--- config.mk ---
export PLATFORM = sky130hd
export DESIGN_NAME = sprite_move_ctrl
export DESIGN_NICKNAME = d
export VERILOG_FILES = /design/src/rtl/sprite_move_ctrl.sv
export SDC_FILE = /design/constraint.sdc
export NUM_CORES = 1
export LEC_CHECK = 0
export BUFFER_PORTS_ARGS = -buffer_cell sky130_fd_sc_hd__buf_2
export CORE_ASPECT_RATIO = 0.75
export CORE_MARGIN = 4
export CORE_UTILIZATION = 50
export CTS_BUF_LIST = sky130_fd_sc_hd__clkbuf_8
export DETAILED_ROUTE_END_ITERATION = 10
export GPL_ROUTABILITY_DRIVEN = 1
export GPL_TIMING_DRIVEN = 1
export PLACE_DENSITY = 0.82
export SLEW_MARGIN = 20
export SYNTH_ARGS = -nofsm -noshare
export SYNTH_HDL_FRONTEND = slang
export SYNTH_SLANG_ARGS = --single-unit
export TNS_END_PERCENT = 1
--- constraint.sdc ---
create_clock -name clock -period 2.3 [get_ports clock]
set_input_delay 0.345 -clock clock [delete_from_list [all_inputs] [get_ports clock]]
set_output_delay 0.345 -clock clock [all_outputs]
set_load 0.01 [all_outputs]
--- src/rtl/sprite_move_ctrl.sv ---
// Moves a solid SPR_W x SPR_H sprite on the plot grid: erase, step one pixel, redraw, one pixel per clock.
// Optional macro SPRITE_WRAP_EN: moves wrap at the screen edges instead of blocking.
module sprite_move_ctrl #(
    parameter int X_W      = 8,
    parameter int Y_W      = 7,
    parameter int X_MAX    = 159,
    parameter int Y_MAX    = 119,
    parameter int SPR_W    = 4,
    parameter int SPR_H    = 4,
    parameter int X_INIT   = 5,
    parameter int Y_INIT   = 5,
    parameter int COLOUR_W = 3
) (
    input  logic                clock,
    input  logic                reset_n,
    input  logic                tick,
    input  logic                up,
    input  logic                down,
    input  logic                left,
    input  logic                right,
    input  logic                stop,
    input  logic [COLOUR_W-1:0] colour,
    output logic [X_W-1:0]      x_out,
    output logic [Y_W-1:0]      y_out,
    output logic [COLOUR_W-1:0] colour_out,
    output logic                plot,
    output logic                busy,
    output logic [X_W-1:0]      pos_x,
    output logic [Y_W-1:0]      pos_y
);

    localparam int CW     = 5;
    localparam int X_LAST = X_MAX - SPR_W + 1;
    localparam int Y_LAST = Y_MAX - SPR_H + 1;
`ifdef SPRITE_WRAP_EN
    localparam logic WRAP_EN = 1'b1;
`else
    localparam logic WRAP_EN = 1'b0;
`endif

    typedef enum logic [1:0] {
        IDLE  = 2'd0,
        ERASE = 2'd1,
        STEP  = 2'd2,
        DRAW  = 2'd3
    } state_t;

    typedef enum logic [2:0] {
        REST  = 3'd0,
        UP    = 3'd1,
        DOWN  = 3'd2,
        LEFT  = 3'd3,
        RIGHT = 3'd4
    } dir_t;

    function automatic logic move_legal(input dir_t d, input logic [X_W-1:0] px,
                                        input logic [Y_W-1:0] py);
        logic in_bounds;
        case (d)
            UP:      in_bounds = (py != {Y_W{1'b0}});
            DOWN:    in_bounds = (py < Y_W'(Y_LAST));
            LEFT:    in_bounds = (px != {X_W{1'b0}});
            RIGHT:   in_bounds = (px < X_W'(X_LAST));
            default: in_bounds = 1'b0;
        endcase
        return (d != REST) && (WRAP_EN || in_bounds);
    endfunction

    function automatic logic [X_W-1:0] next_x(input dir_t d, input logic [X_W-1:0] px);
        case (d)
            LEFT:    return (px == {X_W{1'b0}}) ? X_W'(X_LAST) : px - X_W'(1);
            RIGHT:   return (WRAP_EN && px == X_W'(X_LAST)) ? {X_W{1'b0}} : px + X_W'(1);
            default: return px;
        endcase
    endfunction

    function automatic logic [Y_W-1:0] next_y(input dir_t d, input logic [Y_W-1:0] py);
        case (d)
            UP:      return (py == {Y_W{1'b0}}) ? Y_W'(Y_LAST) : py - Y_W'(1);
            DOWN:    return (WRAP_EN && py == Y_W'(Y_LAST)) ? {Y_W{1'b0}} : py + Y_W'(1);
            default: return py;
        endcase
    endfunction

    state_t                state_r, state_next_s;
    dir_t                  dir_r, move_dir_r;
    logic [X_W-1:0]        pos_x_r;
    logic [Y_W-1:0]        pos_y_r;
    logic [CW-1:0]         cx_r, cy_r;
    logic [COLOUR_W-1:0]   colour_r;
    logic                  scan_s, last_col_s, last_px_s, tick_move_s, legal_s;
    logic                  accept_s, blocked_s;

    // Scan position and move-acceptance decode.
    always_comb begin
        scan_s      = (state_r == ERASE) || (state_r == DRAW);
        last_col_s  = (cx_r == CW'(SPR_W - 1));
        last_px_s   = scan_s && last_col_s && (cy_r == CW'(SPR_H - 1));
        tick_move_s = (state_r == IDLE) && tick && (dir_r != REST);
        legal_s     = move_legal(dir_r, pos_x_r, pos_y_r);
        accept_s    = tick_move_s && legal_s;
        blocked_s   = tick_move_s && !legal_s;
    end

    // FSM state register; reset lands in DRAW so the initial sprite is painted.
    always_ff @(posedge clock) begin
        if (!reset_n) begin
            state_r <= DRAW;
        end else begin
            state_r <= state_next_s;
        end
    end

    // FSM next-state logic.
    always_comb begin
        state_next_s = state_r;
        case (state_r)
            IDLE:    state_next_s = accept_s ? ERASE : IDLE;
            ERASE:   state_next_s = last_px_s ? STEP : ERASE;
            STEP:    state_next_s = DRAW;
            DRAW:    state_next_s = last_px_s ? IDLE : DRAW;
            default: state_next_s = IDLE;
        endcase
    end

    // Direction request register: stop wins, then a blocked move clears, then buttons.
    always_ff @(posedge clock) begin
        if (!reset_n) begin
            dir_r <= REST;
        end else if (stop) begin
            dir_r <= REST;
        end else if (blocked_s) begin
            dir_r <= REST;
        end else if (up) begin
            dir_r <= UP;
        end else if (down) begin
            dir_r <= DOWN;
        end else if (left) begin
            dir_r <= LEFT;
        end else if (right) begin
            dir_r <= RIGHT;
        end
    end

    // Position, scan counters and per-move captures.
    always_ff @(posedge clock) begin
        if (!reset_n) begin
            pos_x_r    <= X_W'(X_INIT);
            pos_y_r    <= Y_W'(Y_INIT);
            cx_r       <= {CW{1'b0}};
            cy_r       <= {CW{1'b0}};
            colour_r   <= colour;
            move_dir_r <= REST;
        end else begin
            if (accept_s) begin
                colour_r   <= colour;
                move_dir_r <= dir_r;
            end
            if (state_r == STEP) begin
                pos_x_r <= next_x(move_dir_r, pos_x_r);
                pos_y_r <= next_y(move_dir_r, pos_y_r);
            end
            if (scan_s) begin
                if (last_col_s) begin
                    cx_r <= {CW{1'b0}};
                    cy_r <= last_px_s ? {CW{1'b0}} : cy_r + CW'(1);
                end else begin
                    cx_r <= cx_r + CW'(1);
                end
            end else begin
                cx_r <= {CW{1'b0}};
                cy_r <= {CW{1'b0}};
            end
        end
    end

    // Plot interface outputs, decoded from registered state.
    always_comb begin
        plot  = reset_n && scan_s;
        busy  = (state_r != IDLE);
        pos_x = pos_x_r;
        pos_y = pos_y_r;
        if (scan_s) begin
            x_out = pos_x_r + X_W'(cx_r);
            y_out = pos_y_r + Y_W'(cy_r);
        end else begin
            x_out = pos_x_r;
            y_out = pos_y_r;
        end
        if (state_r == DRAW) begin
            colour_out = colour_r;
        end else begin
            colour_out = {COLOUR_W{1'b0}};
        end
    end

endmodule

; ---- Word level (Yosys, flattened, before mapping)
; Index checks and enable logic that the tools add are counted.
[word_totals]
register_bits = 36
input_bits = 11
output_inout_bits = 35
elab_cells = 83
[op_classes]
n_addsub = 8
magnitude_cmp = 2
n_eq_ne = 14
mux = 19
bitwise = 2
reduce_logical = 28
[ops]
columns = cell, count
row1 = 2-to-1 mux 8 bit, 2
row2 = case mux 8 bit (2 select lines), 1
row3 = 2-to-1 mux 7 bit, 2
row4 = case mux 7 bit (2 select lines), 1
row5 = equality test 3 x 2 -> 1 bit (second input constant), 4
row6 = adder 5 x 1 -> 5 bit (second input constant), 2
row7 = equality test 5 x 2 -> 1 bit (second input constant), 2
row8 = 2-to-1 mux 2 bit, 5
row9 = 2-to-1 mux 3 bit, 3
row10 = adder 8 x 1 -> 8 bit (second input constant), 1
row11 = adder 8 x 5 -> 8 bit, 1
row12 = logical AND 1 bit, 8
row13 = logical NOT 8 bit, 1
row14 = less-than comparator 8 bit (second input constant), 1
row15 = case mux 2 bit (4 select lines), 1
row16 = nonzero test 8 bit, 1
row17 = subtractor 8 x 1 -> 8 bit (second input constant), 1
row18 = adder 7 x 1 -> 7 bit (second input constant), 1
row19 = adder 7 x 5 -> 7 bit, 1
row20 = logical NOT 7 bit, 1
row21 = less-than comparator 7 bit (second input constant), 1
row22 = nonzero test 7 bit, 1
row23 = subtractor 7 x 1 -> 7 bit (second input constant), 1
row24 = equality test 3 x 1 -> 1 bit (second input constant), 2
row25 = 18 further kinds, 28

; ---- Logic depth before layout (Yosys ltp)
; Gate-level depths: netlist of run 1.
[logic_depth]
ltp_word = 6
mapped_depth = 8
ltp_nobuf = 8

; ---- Worst setup path after synthesis of run 1
; Ideal clock, no wire load.
[synth_path]
path_kind = reg2out
startpoint = reg pos_x_r[0] (netlist: pos_x[0])
endpoint = out x_out[6]
arrival_time_ps = 1873
required_ps = 1955
path_slack_ps = 82
stages_incl_launch_ff = 9
n_path_buf = 0
cell_sequence = dfxtp_1 -> ha_1 -> inv_1 -> fa_1 -> nor2b_1 -> o21ai_0 -> a21boi_0 -> o211ai_1 -> xnor2_1
[synth_between]
elab_chain_len = 2
[synth_rtl]
columns = element, line
row1 = "start, declared", 87  ; logic [X_W-1:0] pos_x_r;
row2 = "start signal, assigned", 148  ; pos_x_r <= X_W'(X_INIT);
row3 = "start signal, assigned", 160  ; pos_x_r <= next_x(move_dir_r, pos_x_r);
row4 = adder 8 x 5 -> 8 bit, 184  ; x_out = pos_x_r + X_W'(cx_r);
row5 = 2-to-1 mux 8 bit, 183  ; if (scan_s) begin
row6 = "end, declared", 23  ; output logic [X_W-1:0] x_out,
; Every way passes these cells.

; ---- Worst setup path after layout of run 1
[layout_path]
startpoint = reg pos_y_r[0] (netlist: pos_y[0])
endpoint = out y_out[6]
[layout_between]
elab_chain_len = 2
[layout_rtl]
columns = element, line
row1 = "start, declared", 88  ; logic [Y_W-1:0] pos_y_r;
row2 = "start signal, assigned", 149  ; pos_y_r <= Y_W'(Y_INIT);
row3 = "start signal, assigned", 161  ; pos_y_r <= next_y(move_dir_r, pos_y_r);
row4 = adder 7 x 5 -> 7 bit, 185  ; y_out = pos_y_r + Y_W'(cy_r);
row5 = 2-to-1 mux 7 bit, 183
row6 = "end, declared", 24  ; output logic [Y_W-1:0] y_out,
; Every way passes these cells.

==> impl_metrics.csv, run 1 <==
group,metric,value,unit
outcome,status,"complete, but fails checks",
outcome,violations,"setup timing",
critical_path,reg2reg_from,"pos_y[1]",
timing,maxSlewViolCount,0,
route,finalWirelength,8.28,mm
placed_design,dp_cells,458,
yosys,yosys-top-cells-area,"dfxtp_1, ha_1, nand2_1",
placed_design,placed_cell_area,0.00318,mm^2
cells_and_area,postLayoutCellArea,0.00346,mm^2
cells_and_area,antenna_cells,0,
cells_and_area,final_cell_mix,"buf_2, buf_4, nand2_1, nor2_1, dfxtp_1",
global_route,grt_pass1_wl,13.0,mm
job,drv_cap,0,
critical_path,crit_path_max_fanout,2,
yosys,ys_types,61,
timing,layout_setup_ws,-187,ps
yosys,synthCells,334,
yosys,avgSynthCellArea,8.34,um^2
yosys,synth-seq-area-share,27.0,%
critical_path,cp-end-kind,"primary output",
route,first_iter_violations,206,
placed_design,portBuffers,45,
timing,clock_skew,6.12,ps
yosys,ys_async_sr_fraction,0,%
pwr,seq_power_share,47.5,%
route,viasPerCell,6.08,
route,first_pass_iters,5,
cells_and_area,drive_gt1_share,32.1,%
pwr,p_int,1.04,mW
clock_tree,worstSkewPairLatency,300,ps
yosys,synth_nets,365,
floorplanning,core,0.00538,mm^2
pwr,power.share.clock,41.5,%
clock_tree,cts_buffer_depth,2,
floorplanning,num_io_pins,46,
timing,rsz0062_at_grt,"yes",
clock_tree,clk_pin_slew,80,ps
critical_path,worst_ep_required_time,1960,ps
yosys,ys_ff_latch,36,
global_route,antenna_found_initial,0,
pwr,pwr-share-comb,11.0,%
timing,finalHoldViolations,0,
global_route,grt_max_degree,17,
floorplanning,die-height,72.6,um
placed_design,place_ws,1.36,ps
min_path,worstHoldStart,"colour[0]",
clock_tree,cts_made_buffers,5,
critical_path,max_stage_delay,380,ps
placed_design,routabilityCongestion,0.855,
cells_and_area,fin_cells,474,
clock_tree,root_buffer,"clkbuf_8",
yosys,synth_top_area_cell,"dfxtp_1",
timing,setup_viol,7,
yosys,synthFlopType,"dfxtp_1",
min_path,holdPathStages,1,
yosys,ys_warn_count,0,
route,vias,2882,
critical_path,timing.reg2reg.setup_slack,80,ps
floorplanning,die_area,0.00684,mm^2
route,drtAntennaViolNets,0,
floorplanning,die_x,94.2,um
cells_and_area,syn_to_final_growth,24.3,%
critical_path,rr_endpoint,"colour_r[0]",
pwr,vdd_drop_max,0.279,mV
clock_tree,cts-htree-levels,2,
timing,final.period_utilization,108,%
route,wl_per_cell,17.5,um
global_route,grt_remaining_overflow,0,
critical_path,worstSetupPathType,"reg -> out",
floorplanning,core.rowCount,23,
clock_tree,cts_tree,"yes",
critical_path,rr_worst_depth,8,
pwr,p_sw_share,25.1,%
critical_path,crit_chain,"ha_4 -> inv_2 -> fa_2 -> nor2b_2 -> o21ai_2 -> a21boi_2 -> o211ai_1 -> xnor2_1 -> buf_2",
pwr,p_switching,349,uW
timing,slew_headroom,61.8,%
global_route,grt_pass1_vias,2674,
timing,tightest_slew,573,ps
timing,min_period,2490,ps
cells_and_area,layout_commonest_cell,"buf_2",
timing,max_freq,402,MHz
floorplanning,initial_core_util,51.8,%
cells_and_area,utilization,64.4,%
min_path,min_path_type,"in -> reg",
global_route,track_usage,24.2,%
timing,setup_tns,-707,ps
clock_tree,cts.sinks,36,
yosys,yosys.area.top_type_share,23.7,%
pwr,power_density,401,mW/mm^2
yosys,syn_area,0.00279,mm^2
pwr,leakage,1.45,nW
critical_path,cp.arrival,2140,ps
min_path,min_to,"colour_r[0]",
yosys,synth_edf_count,3,
critical_path,crit_slowest_cell,"fa_2",
critical_path,critical_path.startpoint_type,"flop",
route,post-route-drc-count,0,
placed_design,place_hpwl,5.62,mm
cells_and_area,final_nets,429,
## critical path, delay by kind of cell, from the launching register on
kind	cells	cell delay (ps)
adders and majority gates	2	530
AOI/OAI and AO/OA	3	420
DFF	1	370
buffers and inverters	2	200
xor gates and xnor gates	1	200
and+or+nand+nor	1	140
## state kept, by name, indices dropped and copies added (netlist names)
signal and count:
state_r 2, cy_r 5, dir_r 3, cx_r 5
pos_y 7, colour_r 3, pos_x 8, move_dir_r 3
## layout make-up
class / count / area (um^2)
Fill cell: 438 / 1920
Sequential cell: 36 / 763
Clock inverter: 3 / 42.5
Inverter: 18 / 71.3
Tap cell: 75 / 93.8
Timing Repair Buffer: 77 / 478
Multi-Input combinational cell: 260 / 1950
Clock buffer: 5 / 68.8
## repair_timing
item	4_1_cts	5_1_grt
endpoints found under the hold margin	0	0
setup buffers	6	2
hold buffers	0	0
gates resized for setup	27	10
setup endpoints to repair	8	15
cloned	0	0
pin swaps	8	2
## per-stage QoR
step | hold WS [ps] | power (mW)
3_3_place_gp | 505 | 0.803
3_5_place_dp | 519 | 0.810
6_report | 219 | 1.39
2_1_floorplan | 422 | 0.753
4_1_cts | 222 | 1.38
5_1_grt | 206 | 1.44
## how the worst max path moves through the flow
stage	startpoint	cells after the start	to
2_1_floorplan	pos_x[0]	8	x_out[6]
3_3_place_gp	cy_r[0]	9	y_out[4]
3_5_place_dp	cy_r[0]	9	y_out[4]
4_1_cts	cy_r[0]	9	y_out[4]
5_1_grt	cy_r[0]	9	y_out[6]
6_report	pos_y[0]	9	y_out[6]
## power by group through the flow
stage          clock (mW)  combinational [mW]  sequential [mW]
6_report            0.576               0.153            0.660
5_1_grt             0.613               0.170            0.661
4_1_cts             0.574               0.148            0.658
3_5_place_dp            0               0.137            0.673
3_3_place_gp            0               0.131            0.672
2_1_floorplan           0              0.0832            0.670
## layer usage
layer	global-route usage [%]	vias to the layer above	part of all wire, %
met5	0	-	0
met4	8.81	0	1.7
met3	5.05	20	8.0
met2	38.4	156	47
met1	32.7	1352	43
li1	-	1354	-
## kinds of logic after synthesis
family	after synthesis	synth area share, %
buf+inv	38	6.29
simple gates	126	26.1
flops	36	27.0
fa+ha+maj	20	9.52
compound gates	88	22.1
mux	11	4.27
xor+xnor	15	4.72
## synthesized netlist by cell type, drive strengths merged (2+ instances only)
cell and count:
nor2 26, or3b 3, a211o 3, o22ai 2, ha 18, inv 18, a21oi 20, a31oi 4
nor2b 6, nor4b 3, nand4 7, nor3b 5, nor4 3, a21boi 4, buf 11, nor3 14
o21ai 13, and3 6, o31ai 2, a21o 7, clkbuf 9, mux2 7, dfxtp 33, a311oi 2
a41oi 2, a311o 2, nand3 9, o211a 2, or3 2, xnor2 8, edfxtp 3, o211ai 6
mux2i 4, nand2 27, o21a 3, and2 3, a2111oi 4, o311ai 2, fa 2, a211oi 6
nand3b 3, nand2b 7, xor2 7
Note: power is estimated with default switching activity, not from simulation.
==> run 2, diff against run 1 <==
ABC_AREA = 1   (was unset)
CTS_CLUSTER_DIAMETER = 50   (was unset)
SKIP_CTS_REPAIR_TIMING = 1   (was unset)
==> impl_metrics.csv, run 2 <==
group,metric,value,unit
yosys,synthTopCellsByCount,"nand2_1, inv_1, nor2_1",
clock_tree,root_buffer,"clkbuf_8",
route,post-route-drc-count,0,
clock_tree,cts-htree-levels,2,
yosys,synth_top_area_cell,"dfxtp_1",
placed_design,portBuffers,45,
cells_and_area,drive_gt1_share,26.5,%
floorplanning,die_x,94.0,um
timing,min_period,2350,ps
yosys,synthCells,413,
cells_and_area,regArea,766,um^2
cells_and_area,multi_input_area,0.00187,mm^2
critical_path,crit_path_max_fanout,4,
yosys,ys_types,38,
outcome,violations,"setup timing",
global_route,grt_pass1_vias,2551,
clock_tree,worstSkewPairLatency,310,ps
cells_and_area,final_cell_mix,"nand2_1, buf_2, inv_1, nor2_1, nand3_1",
timing,clock_skew,22.0,ps
critical_path,cp-end-kind,"primary output",
timing,maxSlewViolCount,0,
critical_path,crit_slowest_cell,"dfxtp_4",
yosys,synth_edf_count,3,
pwr,p_int,1.03,mW
pwr,power.share.clock,41.4,%
min_path,min_path_type,"in -> reg",
timing,finalHoldViolations,0,
timing,setup_viol,1,
yosys,yosys-top-cells-area,"dfxtp_1, nand2_1, ha_1",
floorplanning,die-height,72.5,um
floorplanning,core.rowCount,23,
yosys,synth_nets,444,
yosys,yosys.area.top_type_share,23.8,%
yosys,ys_ff_latch,36,
route,wl_per_cell,13.7,um
clock_tree,cts_tree,"yes",
route,viasPerCell,5.44,
yosys,synthFlopType,"dfxtp_1",
critical_path,worst_ep_required_time,1960,ps
cells_and_area,num-fill-cells,452,
yosys,avgSynthCellArea,6.72,um^2
yosys,synth-seq-area-share,27.1,%
global_route,track_usage,21.4,%
timing,tightest_slew,416,ps
floorplanning,initial_core_util,51.8,%
clock_tree,clk_pin_slew,80,ps
critical_path,worstSetupPathType,"reg -> out",
floorplanning,core,0.00535,mm^2
timing,layout_setup_ws,-51.9,ps
pwr,p_sw_share,25.9,%
critical_path,crit_chain,"ha_4 -> inv_2 -> fa_2 -> inv_2 -> nand2_2 -> nand2_2 -> nand2_2 -> nand2_1 -> nand2_1 -> nand2_1 -> nand3_2 -> xor2_1 -> buf_2",
global_route,grt_pass1_wl,11.7,mm
clock_tree,cts_made_buffers,5,
cells_and_area,syn_to_final_growth,22.6,%
timing,max_freq,425,MHz
timing,hold_slack,226,ps
global_route,grt_remaining_overflow,0,
job,drv_cap,0,
cells_and_area,largest_reg_flops,8,
outcome,status,"complete, but fails checks",
floorplanning,die_area,0.00682,mm^2
placed_design,routabilityCongestion,0.944,
placed_design,place_hpwl,5.46,mm
critical_path,cp.arrival,2010,ps
pwr,seq_power_share,47.3,%
yosys,ys_warn_count,0,
yosys,syn_area,0.00277,mm^2
pwr,p_switching,361,uW
timing,final.period_utilization,102,%
critical_path,worst-path-buf-inv,3,
global_route,antenna_found_initial,0,
clock_tree,cts.sinks,36,
pwr,pwr-share-comb,11.3,%
pwr,totalPowerFinal,1.39,mW
clock_tree,cts_buffer_depth,2,
yosys,yosysMostFrequentCell,"nand2_1",
critical_path,path_delay_family,"adder cells",
floorplanning,num_io_pins,46,
route,drtAntennaViolNets,0,
route,first_iter_violations,388,
cells_and_area,utilization,63.6,%
global_route,grt_max_degree,18,
route,vias,2995,
timing,rsz0062_at_grt,"yes",
cells_and_area,final_nets,506,
route,first_pass_iters,5,
pwr,power_density,408,mW/mm^2
pwr,leakage,1.58,nW
timing,slew_headroom,72.2,%
timing,setup_tns,-51.9,ps
yosys,ys_async_sr_fraction,0,%
cells_and_area,antenna_cells,0,
pwr,vdd_drop_max,0.391,mV
cells_and_area,layout_commonest_cell,"nand2_1",
route,finalWirelength,7.55,mm
critical_path,max_stage_delay,380,ps
critical_path,critical_path.startpoint_type,"flop",
-- run 2: logic make-up (layout without fill, tap and decap cells) --
group | count (synthesis) | after routing | synth area share (%)
AO/OA/AOI/OAI | 75 | 75 | 15.6
buffers and inverters | 64 | 127 | 9.11
flip-flops | 36 | 36 | 27.1
AND/OR/NAND/NOR | 202 | 202 | 33.6
adder cells (fa/ha/maj) | 20 | 20 | 9.56
XOR/XNOR | 16 | 16 | 5.05
-- run 2: area by class of cell --
| type | instances | area share, % |
|---|---|---|
| clock buffer | 5 | 2.02 |
| clock inverter | 3 | 1.14 |
| inverter | 58 | 6.40 |
| multi-input combinational | 313 | 54.9 |
| sequential | 36 | 22.5 |
| tap | 75 | 2.76 |
| timing repair buffer | 61 | 10.3 |
-- run 2: worst reg2reg max path, stage by stage, from the launching register on --
cell and delay, ps:
dfxtp_4 370, buf_4 140, inv_1 190, ha_1 200, nand2_1 90, nor2_4 190, nor2_2 70, nor2_4 110
nand2_2 110, nand2_1 130, nand2_1 130
-- run 2: per-stage QoR --
| step | std cells | setup slack [ps] | cell area (um^2) |
|---|---|---|---|
| final | 551 | -51.9 | 3400 |
| after global routing | 551 | -201 | 3400 |
| after CTS | 545 | -203 | 3240 |
| after detailed placement | 537 | 123 | 3130 |
| after global placement | 537 | 205 | 3130 |
| after floorplan | 413 | 258 | 2770 |
-- run 2: final timing paths --
kind	startpoint	slack (ps)	end	cells past startpoint
min reg2reg	cx_r[0]	460	cx_r[0]	1
max reg2reg	pos_x[0]	290	colour_r[2]	10
max	pos_y[0]	-50	y_out[6]	13
min	colour[2]	230	colour_r[2]	1
-- run 2: routing by layer --
layer	share of wire (%)	track usage, %
met5	0	0
met1	47	31.3
met4	0.86	7.21
met2	43	30.4
met3	9.1	5.49
-- run 2: power by group through the flow --
stage,Combinational (mW),Clock [mW],Sequential (mW)
6_report,0.156,0.575,0.658
5_1_grt,0.176,0.602,0.660
4_1_cts,0.138,0.571,0.658
3_5_place_dp,0.137,0,0.673
3_3_place_gp,0.134,0,0.672
2_1_floorplan,0.0893,0,0.670
